[src/rtl/ulpi_pkg.sv]
// ulpi_pkg
//   Shared types and constants for the ULPI link scheduler:
//   - state_t       : scheduler FSM states
//   - CMD_*         : TX CMD prefixes driven on the ULPI bus
//   - NXT_TIMEOUT   : cycles a register TX CMD waits for NXT
//   - REG_*         : PHY register addresses used by the init sequence
//   - init_entry()  : init table lookup (address/data pair per index)
package ulpi_pkg;

  typedef enum logic [3:0] {
    IDLE,
    TX_CMD,
    TX_DATA,
    TX_STP,
    RG_CMD,
    RG_WDATA,
    RG_STP,
    RG_TURN,
    RG_RDATA,
    RG_END
  } state_t;

  localparam logic [7:0] NXT_TIMEOUT = 8'd255;

  localparam logic [7:0] CMD_TX   = 8'h40;
  localparam logic [7:0] CMD_REGW = 8'h80;
  localparam logic [7:0] CMD_REGR = 8'hC0;

  localparam logic [5:0] REG_FUNC_CTRL = 6'h04;
  localparam logic [5:0] REG_OTG_CTRL  = 6'h0A;

  typedef struct packed {
    logic [5:0] addr;
    logic [7:0] data;
  } init_entry_t;

  localparam int INIT_LEN = 2;

  // Init table: Function Control (FS transceiver + SuspendM), then OTG Control.
  function automatic init_entry_t init_entry(input logic idx);
    init_entry_t e;
    if (idx == 1'b0) begin
      e.addr = REG_FUNC_CTRL;
      e.data = 8'h41;
    end else begin
      e.addr = REG_OTG_CTRL;
      e.data = 8'h00;
    end
    return e;
  endfunction

endpackage

[src/rtl/ulpi_link_sched_if.sv]
// ulpi_link_sched_if
//   Bundles the ULPI pins, the packet stream port, the register access port
//   and the FSM debug state of ulpi_link_sched.
//   modport slave  : the scheduler itself
//   modport master : the environment (PHY pins + USB device core)
//
// Handshake semantics:
//   tx stream : a byte transfers on a clock edge where tx_valid_i and
//               tx_ready_o are both high; tx_data_i/tx_last_i must stay
//               stable while tx_valid_i is high and tx_ready_o is low.
//   reg port  : reg_req_i and its we/addr/wdata are held stable until the
//               cycle reg_ack_o pulses; the requester may drop or change
//               them on the edge that ends the ack cycle.
interface ulpi_link_sched_if;
  import ulpi_pkg::*;

  logic [7:0] ulpi_data_out_i;
  logic       ulpi_dir_i;
  logic       ulpi_nxt_i;
  logic [7:0] ulpi_data_in_o;
  logic       ulpi_stp_o;

  logic       tx_valid_i;
  logic       tx_ready_o;
  logic [7:0] tx_data_i;
  logic       tx_last_i;
  logic       tx_err_o;

  logic       reg_req_i;
  logic       reg_we_i;
  logic [5:0] reg_addr_i;
  logic [7:0] reg_wdata_i;
  logic       reg_ack_o;
  logic       reg_err_o;
  logic [7:0] reg_rdata_o;

  logic       init_done_o;
  state_t     dbg_state;

  modport slave (
    input  ulpi_data_out_i, ulpi_dir_i, ulpi_nxt_i,
    input  tx_valid_i, tx_data_i, tx_last_i,
    input  reg_req_i, reg_we_i, reg_addr_i, reg_wdata_i,
    output ulpi_data_in_o, ulpi_stp_o,
    output tx_ready_o, tx_err_o,
    output reg_ack_o, reg_err_o, reg_rdata_o,
    output init_done_o, dbg_state
  );

  modport master (
    output ulpi_data_out_i, ulpi_dir_i, ulpi_nxt_i,
    output tx_valid_i, tx_data_i, tx_last_i,
    output reg_req_i, reg_we_i, reg_addr_i, reg_wdata_i,
    input  ulpi_data_in_o, ulpi_stp_o,
    input  tx_ready_o, tx_err_o,
    input  reg_ack_o, reg_err_o, reg_rdata_o,
    input  init_done_o, dbg_state
  );

endinterface

[src/rtl/ulpi_init_seq.sv]
// ulpi_init_seq
//   PHY init register sequencer (built only with ULPI_INIT_SEQ_EN defined).
//   Until both init writes have been acked without error it owns the
//   scheduler's internal register port; afterwards it passes the external
//   register port straight through.
//   Ports:
//     clk_i, rst_i            clock, async active-high reset
//     ext_*                   external register request (from device core)
//     core_ack/core_err       completion from the scheduler FSM
//     port_*                  muxed request into the scheduler FSM
//     ext_ack/ext_err         completion back to the device core
//     init_done               high once the init table is written
`ifdef ULPI_INIT_SEQ_EN
module ulpi_init_seq
  import ulpi_pkg::*;
(
  input  logic       clk_i,
  input  logic       rst_i,
  input  logic       ext_req,
  input  logic       ext_we,
  input  logic [5:0] ext_addr,
  input  logic [7:0] ext_wdata,
  input  logic       core_ack,
  input  logic       core_err,
  output logic       port_req,
  output logic       port_we,
  output logic [5:0] port_addr,
  output logic [7:0] port_wdata,
  output logic       ext_ack,
  output logic       ext_err,
  output logic       init_done
);

  logic        idx_q;
  logic        done_q;
  init_entry_t ent;

  assign ent = init_entry(idx_q);

  // A timed-out write leaves idx_q unchanged, so the same entry is retried.
  always_ff @(posedge clk_i or posedge rst_i) begin
    if (rst_i) begin
      idx_q  <= 1'b0;
      done_q <= 1'b0;
    end else if (!done_q && core_ack && !core_err) begin
      if (idx_q == 1'(INIT_LEN - 1)) done_q <= 1'b1;
      else                           idx_q  <= idx_q + 1'b1;
    end
  end

  assign port_req   = done_q ? ext_req   : 1'b1;
  assign port_we    = done_q ? ext_we    : 1'b1;
  assign port_addr  = done_q ? ext_addr  : ent.addr;
  assign port_wdata = done_q ? ext_wdata : ent.data;
  assign ext_ack    = done_q & core_ack;
  assign ext_err    = done_q & core_err;
  assign init_done  = done_q;

endmodule
`endif

[src/rtl/ulpi_link_sched.sv]
// ulpi_link_sched
//   Link-side ULPI bus scheduler. Owns the ULPI output bus and arbitrates
//   between a packet transmit stream and a PHY register access port,
//   generating TX CMD, NXT handshake, STP and turnaround sequencing.
//   Transactions pre-empted by DIR are dropped and re-arbitrated.
//   Optional PHY init sequence: define ULPI_INIT_SEQ_EN.
//   Ports:
//     clk_i  60 MHz ULPI clock
//     rst_i  asynchronous active-high reset
//     bus    ulpi_link_sched_if.slave (ULPI pins, tx stream, reg port,
//            init_done_o, dbg_state)
module ulpi_link_sched
  import ulpi_pkg::*;
(
  input logic              clk_i,
  input logic              rst_i,
  ulpi_link_sched_if.slave bus
);

  state_t     state_q;
  logic [7:0] tmo_cnt_q;
  logic       last_reg_q;
  logic       ack_q;
  logic       err_q;
  logic       tx_err_q;
  logic [7:0] rdata_q;

  logic       port_req;
  logic       port_we;
  logic [5:0] port_addr;
  logic [7:0] port_wdata;
  logic       init_done;

  logic       dir;
  logic       nxt;
  logic       reg_go;
  logic       tx_go;

  assign dir = bus.ulpi_dir_i;
  assign nxt = bus.ulpi_nxt_i;

`ifdef ULPI_INIT_SEQ_EN
  ulpi_init_seq u_init_seq (
    .clk_i      (clk_i),
    .rst_i      (rst_i),
    .ext_req    (bus.reg_req_i),
    .ext_we     (bus.reg_we_i),
    .ext_addr   (bus.reg_addr_i),
    .ext_wdata  (bus.reg_wdata_i),
    .core_ack   (ack_q),
    .core_err   (err_q),
    .port_req   (port_req),
    .port_we    (port_we),
    .port_addr  (port_addr),
    .port_wdata (port_wdata),
    .ext_ack    (bus.reg_ack_o),
    .ext_err    (bus.reg_err_o),
    .init_done  (init_done)
  );
`else
  assign port_req      = bus.reg_req_i;
  assign port_we       = bus.reg_we_i;
  assign port_addr     = bus.reg_addr_i;
  assign port_wdata    = bus.reg_wdata_i;
  assign bus.reg_ack_o = ack_q;
  assign bus.reg_err_o = err_q;
  assign init_done     = 1'b1;
`endif

  // Read and timeout acks land in IDLE while the requester still holds
  // reg_req_i; masking with ack_q stops that stale request being re-granted.
  assign reg_go = port_req & ~ack_q;
  assign tx_go  = bus.tx_valid_i & init_done;

  always_ff @(posedge clk_i or posedge rst_i) begin
    if (rst_i) begin
      state_q    <= IDLE;
      tmo_cnt_q  <= '0;
      last_reg_q <= 1'b0;
      ack_q      <= 1'b0;
      err_q      <= 1'b0;
      tx_err_q   <= 1'b0;
      rdata_q    <= '0;
    end else begin
      ack_q    <= 1'b0;
      err_q    <= 1'b0;
      tx_err_q <= 1'b0;
      case (state_q)
        IDLE: begin
          if (!dir) begin
            // Round robin: on contention grant whichever did not go last.
            if (reg_go && (!tx_go || !last_reg_q)) begin
              state_q    <= RG_CMD;
              last_reg_q <= 1'b1;
              tmo_cnt_q  <= '0;
            end else if (tx_go) begin
              state_q    <= TX_CMD;
              last_reg_q <= 1'b0;
            end
          end
        end
        TX_CMD: begin
          if (dir) state_q <= IDLE;
          else if (nxt && bus.tx_valid_i) state_q <= bus.tx_last_i ? TX_STP : TX_DATA;
        end
        TX_DATA: begin
          if (dir) begin
            state_q  <= IDLE;
            tx_err_q <= 1'b1;
          end else if (nxt) begin
            if (!bus.tx_valid_i) begin
              state_q  <= IDLE;
              tx_err_q <= 1'b1;
            end else if (bus.tx_last_i) begin
              state_q <= TX_STP;
            end
          end
        end
        TX_STP: state_q <= IDLE;
        RG_CMD: begin
          if (dir) begin
            state_q <= IDLE;
          end else if (nxt) begin
            state_q <= port_we ? RG_WDATA : RG_TURN;
          end else if (tmo_cnt_q == NXT_TIMEOUT - 8'd1) begin
            state_q <= IDLE;
            ack_q   <= 1'b1;
            err_q   <= 1'b1;
          end else begin
            tmo_cnt_q <= tmo_cnt_q + 8'd1;
          end
        end
        RG_WDATA: begin
          if (dir) begin
            state_q <= IDLE;
          end else if (nxt) begin
            state_q <= RG_STP;
            ack_q   <= 1'b1;
          end
        end
        RG_STP: state_q <= IDLE;
        RG_TURN: begin
          if (dir) state_q <= RG_RDATA;
        end
        RG_RDATA: begin
          rdata_q <= bus.ulpi_data_out_i;
          state_q <= RG_END;
        end
        RG_END: begin
          if (!dir) begin
            state_q <= IDLE;
            ack_q   <= 1'b1;
          end
        end
        default: state_q <= IDLE;
      endcase
    end
  end

  // Bus outputs follow state, nxt and dir combinationally; with dir high the
  // PHY owns the bus and everything is held quiet.
  always_comb begin
    bus.ulpi_data_in_o = 8'h00;
    bus.ulpi_stp_o     = 1'b0;
    bus.tx_ready_o     = 1'b0;
    if (!dir) begin
      case (state_q)
        TX_CMD: begin
          bus.ulpi_data_in_o = CMD_TX | {4'h0, bus.tx_data_i[3:0]};
          bus.tx_ready_o     = nxt;
        end
        TX_DATA: begin
          bus.tx_ready_o = nxt;
          if (nxt && !bus.tx_valid_i) begin
            bus.ulpi_data_in_o = 8'hFF;
            bus.ulpi_stp_o     = 1'b1;
          end else begin
            bus.ulpi_data_in_o = bus.tx_data_i;
          end
        end
        TX_STP, RG_STP: bus.ulpi_stp_o = 1'b1;
        RG_CMD: bus.ulpi_data_in_o = (port_we ? CMD_REGW : CMD_REGR) | {2'b00, port_addr};
        RG_WDATA: bus.ulpi_data_in_o = port_wdata;
        default: ;
      endcase
    end
  end

  assign bus.tx_err_o    = tx_err_q;
  assign bus.reg_rdata_o = rdata_q;
  assign bus.init_done_o = init_done;
  assign bus.dbg_state   = state_q;

endmodule
[src/flat_wrapper.sv]
// flat-port wrapper written by rule: the top's interface ports become plain ports
module ulpi_link_sched_flat import ulpi_pkg::*;
  (clk_i, rst_i, bus_ulpi_data_out_i, bus_ulpi_dir_i, bus_ulpi_nxt_i, bus_tx_valid_i, bus_tx_data_i, bus_tx_last_i, bus_reg_req_i, bus_reg_we_i, bus_reg_addr_i, bus_reg_wdata_i, bus_ulpi_data_in_o, bus_ulpi_stp_o, bus_tx_ready_o, bus_tx_err_o, bus_reg_ack_o, bus_reg_err_o, bus_reg_rdata_o, bus_init_done_o, bus_dbg_state);
  ulpi_link_sched_if bus_i ();
  input logic clk_i;
  input logic rst_i;
  input wire logic [$bits(bus_i.ulpi_data_out_i)-1:0] bus_ulpi_data_out_i;
  input wire logic [$bits(bus_i.ulpi_dir_i)-1:0] bus_ulpi_dir_i;
  input wire logic [$bits(bus_i.ulpi_nxt_i)-1:0] bus_ulpi_nxt_i;
  input wire logic [$bits(bus_i.tx_valid_i)-1:0] bus_tx_valid_i;
  input wire logic [$bits(bus_i.tx_data_i)-1:0] bus_tx_data_i;
  input wire logic [$bits(bus_i.tx_last_i)-1:0] bus_tx_last_i;
  input wire logic [$bits(bus_i.reg_req_i)-1:0] bus_reg_req_i;
  input wire logic [$bits(bus_i.reg_we_i)-1:0] bus_reg_we_i;
  input wire logic [$bits(bus_i.reg_addr_i)-1:0] bus_reg_addr_i;
  input wire logic [$bits(bus_i.reg_wdata_i)-1:0] bus_reg_wdata_i;
  output wire logic [$bits(bus_i.ulpi_data_in_o)-1:0] bus_ulpi_data_in_o;
  output wire logic [$bits(bus_i.ulpi_stp_o)-1:0] bus_ulpi_stp_o;
  output wire logic [$bits(bus_i.tx_ready_o)-1:0] bus_tx_ready_o;
  output wire logic [$bits(bus_i.tx_err_o)-1:0] bus_tx_err_o;
  output wire logic [$bits(bus_i.reg_ack_o)-1:0] bus_reg_ack_o;
  output wire logic [$bits(bus_i.reg_err_o)-1:0] bus_reg_err_o;
  output wire logic [$bits(bus_i.reg_rdata_o)-1:0] bus_reg_rdata_o;
  output wire logic [$bits(bus_i.init_done_o)-1:0] bus_init_done_o;
  output wire logic [$bits(bus_i.dbg_state)-1:0] bus_dbg_state;
  assign bus_i.ulpi_data_out_i = bus_ulpi_data_out_i;
  assign bus_i.ulpi_dir_i = bus_ulpi_dir_i;
  assign bus_i.ulpi_nxt_i = bus_ulpi_nxt_i;
  assign bus_i.tx_valid_i = bus_tx_valid_i;
  assign bus_i.tx_data_i = bus_tx_data_i;
  assign bus_i.tx_last_i = bus_tx_last_i;
  assign bus_i.reg_req_i = bus_reg_req_i;
  assign bus_i.reg_we_i = bus_reg_we_i;
  assign bus_i.reg_addr_i = bus_reg_addr_i;
  assign bus_i.reg_wdata_i = bus_reg_wdata_i;
  assign bus_ulpi_data_in_o = bus_i.ulpi_data_in_o;
  assign bus_ulpi_stp_o = bus_i.ulpi_stp_o;
  assign bus_tx_ready_o = bus_i.tx_ready_o;
  assign bus_tx_err_o = bus_i.tx_err_o;
  assign bus_reg_ack_o = bus_i.reg_ack_o;
  assign bus_reg_err_o = bus_i.reg_err_o;
  assign bus_reg_rdata_o = bus_i.reg_rdata_o;
  assign bus_init_done_o = bus_i.init_done_o;
  assign bus_dbg_state = bus_i.dbg_state;
  ulpi_link_sched u_core (.clk_i(clk_i), .rst_i(rst_i), .bus(bus_i));
endmodule
[config.mk]
export PLATFORM = sky130hd
export DESIGN_NAME = ulpi_link_sched_flat
export DESIGN_NICKNAME = d
export VERILOG_FILES = /design/src/rtl/ulpi_pkg.sv /design/src/rtl/ulpi_link_sched_if.sv /design/src/rtl/ulpi_init_seq.sv /design/src/rtl/ulpi_link_sched.sv /design/src/flat_wrapper.sv
export SDC_FILE = /design/constraint.sdc
export NUM_CORES = 1
export LEC_CHECK = 0
export ABC_AREA = 1
export CORE_UTILIZATION = 32
export CTS_CLUSTER_DIAMETER = 120
export DETAILED_ROUTE_END_ITERATION = 6
export PLACE_DENSITY = 0.64
export REMOVE_ABC_BUFFERS = 1
export SYNTH_ARGS = -nofsm -noshare
export SYNTH_HDL_FRONTEND = slang
export SYNTH_SLANG_ARGS = --single-unit
[constraint.sdc]
create_clock -name clk_i -period 1.5 [get_ports clk_i]
set_clock_uncertainty 0.15 [all_clocks]
set_input_delay 0.225 -clock clk_i [delete_from_list [all_inputs] [get_ports clk_i]]
set_output_delay 0.225 -clock clk_i [all_outputs]
set_load 0.02 [all_outputs]
==> results by group <==
Synth
  – Synthesized area: 1660 um2
  – Cell count after synthesis: between 200 and 250
  – Yosys warns: 0
  – Mean Syn Cell Area: between 7 and 8 um2
  – Synth top area cells: dfrtp_1 (36%), nand2_1 (16%), nor2_1 (6.6%)
  – Share of the synthesized area in the top cell type: 0.362
  – Seq/Total Area, Yosys: 0.362
  – Library cells used by synthesis: 32
  – Area leader, netlist: dfrtp_1
  – Synth Register Bits: 24

STA
  – Finish-stage setup viols: 32
  – Fin. max-slew vios: 0
  – RSZ-0062 raised after global routing: yes
  – Period minus WS final: 1.98 ns
  – Final hold vios: 0
  – F_max: 505 MHz
  – Final worst setup slack: -0.480 ns
  – Period Utilization, post-route: 1.32

Cells and area
  – Post-layout net count: around 400
  – Fill count: about 390
  – Antenna cells: 0
  – Layout area overhead: 98.4%
  – Fraction of layout cells with a size suffix above 1: 0.470

Drt
  – First drt pass iteration count: 4
  – Vias per cell: ~4.8
  – Total Wirelength: between 5000 and 6000 um
  – DRC viols: 0
  – Post-route ant nets: 0
  – Routed len/inst: 13.3 um
  – Vias: 2045
  – Iter 0 DRT Violations: 71

Worst setup path
  – WS Path Type: reg -> out
  – Reg2Reg Depth: 11
  – R2R Setup Slk: -0.35 ns
  – CP endpoint kind: primary output
  – CP Data Required Time: 1.12 ns
  – Startpoint types: flip-flop
  – Worst R2R Start: u_core.bus.dbg_state[1]
  – CP arrival: between 1.5 and 2 ns
  – Worst Path Max Fanout: 6
  – FF-to-FF End: u_core.tmo_cnt_q[5]

Pwr
  – PD cells: 1420 nW/um2
  – Leak: 0.00154 uW
  – Peak supply drop: 0.000694 V
  – PnR Total Power: 4670 uW

Floorplan
  – Num rows: 25
  – Core Area: a little under 5000 um2
  – Top-Level Pins: 64
  – Die Y: 74.0 um
  – Die X: 74.0 um
  – Initial core utilization: 0.342
  – Die area: 5480 um2

Clock network
  – CTS Hold Bufs: 0
  – CTS Root Cell: clkbuf_8
  – H-tree depth: 1
  – Skew-Pair Late Insertion Delay: 0.27 ns
  – CTS clk-pin slew, worst paths: 0.09 ns
  – Clock sinks: 24
  – CTS tree: done
  – Clock buffer depth: 2
  – Num CTS Buffers: 3

Global routing
  – Total global-route track usage: 0.206
  – Gr ovfl total: 0
  – Antenna violations before repair: 0
  – Vias in the first global route: between 2k and 2.5k
  – First-pass GRT wire length: about 8800 um
  – Largest net degree at the start of global routing: 25

Placed design
  – HPWL after DPL: 3730 um
  – Setup WS pre-CTS: -0.802 ns
  – Routability Congestion: 0.822
  – Count of buffers from port buffering: 62

Job
  – Max-Cap Viols: 0

Min path
  – Worst hold path type: in -> async

Run status
  – Failing checks: negative setup slack
  – Outcome: finished with violations
[layout make-up]
type | instances | area, um2 | area share
Sequential cell | 24 | 602 | 0.183
Timing Repair Buffer | 127 | 1150 | 0.349
Inverter | 23 | 98.8 | 0.0300
Clock inverter | 1 | 30.0 | 0.00912
Clock buffer | 3 | 41.3 | 0.0125
Multi-Input combinational cell | 184 | 1290 | 0.391
Tap cell | 67 | 83.8 | 0.0255
[critical path, stage by stage (launching register included)]
cell and delay (ns):
dfrtp_1 0.42, inv_4 0.11, nand2_4 0.08, nor2_4 0.11
buf_6 0.13, buf_6 0.12, o21ai_1 0.07, a21oi_1 0.14
buf_4 0.16
[worst max path at each step]
stage                     slack [ns]               endpoint                    start  cells past startpoint
after floorplan                -0.51  bus_ulpi_data_in_o[0]  u_core.bus.dbg_state[0]                      7
after global placement         -0.80  bus_ulpi_data_in_o[3]           bus_tx_valid_i                      8
after detailed placement       -0.80  bus_ulpi_data_in_o[2]           bus_tx_valid_i                      8
after CTS                      -0.49  bus_ulpi_data_in_o[4]  u_core.bus.dbg_state[3]                      8
after global routing           -0.55  bus_ulpi_data_in_o[3]  u_core.bus.dbg_state[1]                      8
final                          -0.48  bus_ulpi_data_in_o[2]  u_core.bus.dbg_state[3]                      8
[repair_timing]
item,CTS,global route
hold endpoints to repair,0,0
pin swaps,11,37
cloned,1,0
buffers inserted,12,10
endpoints found under the setup margin,48,37
resized for setup,131,82
[per-layer routing]
metal | share of wire | wire (um) | track usage
met4 | 0.015 | 83 | 0.0641
met3 | 0.049 | 280 | 0.0285
met1 | 0.42 | 2400 | 0.255
met2 | 0.51 | 2930 | 0.371
met5 | 0 | 0 | 0
[cell usage after synthesis]
master	instances
nor2_2	2
nand3b_1	1
nand3_4	1
buf_2	2
nand3_1	16
a31oi_1	2
o22ai_1	1
nand2_2	2
inv_4	1
nor2_4	1
a21o_1	1
or2_0	1
ha_1	2
clkbuf_1	1
buf_4	3
nand2_1	70
dfrtp_1	24
a21oi_1	15
xnor2_1	1
nand4_1	3
o21ai_0	10
nor2_1	29
nor3_1	3
nor2_8	1
inv_2	4
buf_6	1
inv_1	18
o21ai_1	9
o211ai_1	1
xor2_1	2
conb_1	1
mux2_2	8
[layout by cell type (no fill, tap or decap), drive strengths merged]
cell type,count
clkbuf,3
clkdlybuf4s50,36
o211ai,1
dlygate4sd2,12
a31oi,2
ha,2
nand3b,1
dfrtp,24
or2,1
o21ai,19
nor2,33
xor2,2
nand4,3
nor3,3
inv,23
bufinv,1
a21o,1
buf,79
a21oi,15
mux2,8
nand3,18
xnor2,1
o22ai,1
conb,1
nand2,72
[report_power, final]
group / internal [uW] / leakage [uW] / switching (uW)
clock: 357 / 0.0000357 / 222
combinational: 1500 / 0.00119 / 1680
sequential: 821 / 0.000309 / 94.6
total: 2680 / 0.00154 / 2000
[sequential cells by signal (all words and copies together) (netlist names)]
name	count
u_core.bus.reg_rdata_o	8
u_core.tmo_cnt_q	8
u_core.bus.dbg_state	4
u_core.bus.reg_ack_o	1
u_core.bus.reg_err_o	1
u_core.bus.tx_err_o	1
u_core.last_reg_q	1
[cells by family after synthesis]
kind of cell    share of synthesized area
fa+ha+maj                          0.0151
compound gates                      0.123
simple gates                        0.345
mux                                0.0543
other cells                       0.00226
buf+inv                            0.0822
xor+xnor                           0.0158
flops                               0.362
[per-stage QoR]
stage	area [um2]	hold WS, ns	setup TNS (ns)	util	instances
floorplan	1610	0.0896	-7.13	-	230
global placement	2700	0.326	-15.14	0.558	409
detailed placement	2700	0.339	-14.93	0.558	409
CTS	2970	0.150	-9.08	0.613	424
global route	3290	0.219	-12.59	0.679	429
finish	3290	0.144	-10.46	0.679	429
Power figures use the tool's default switching activity.
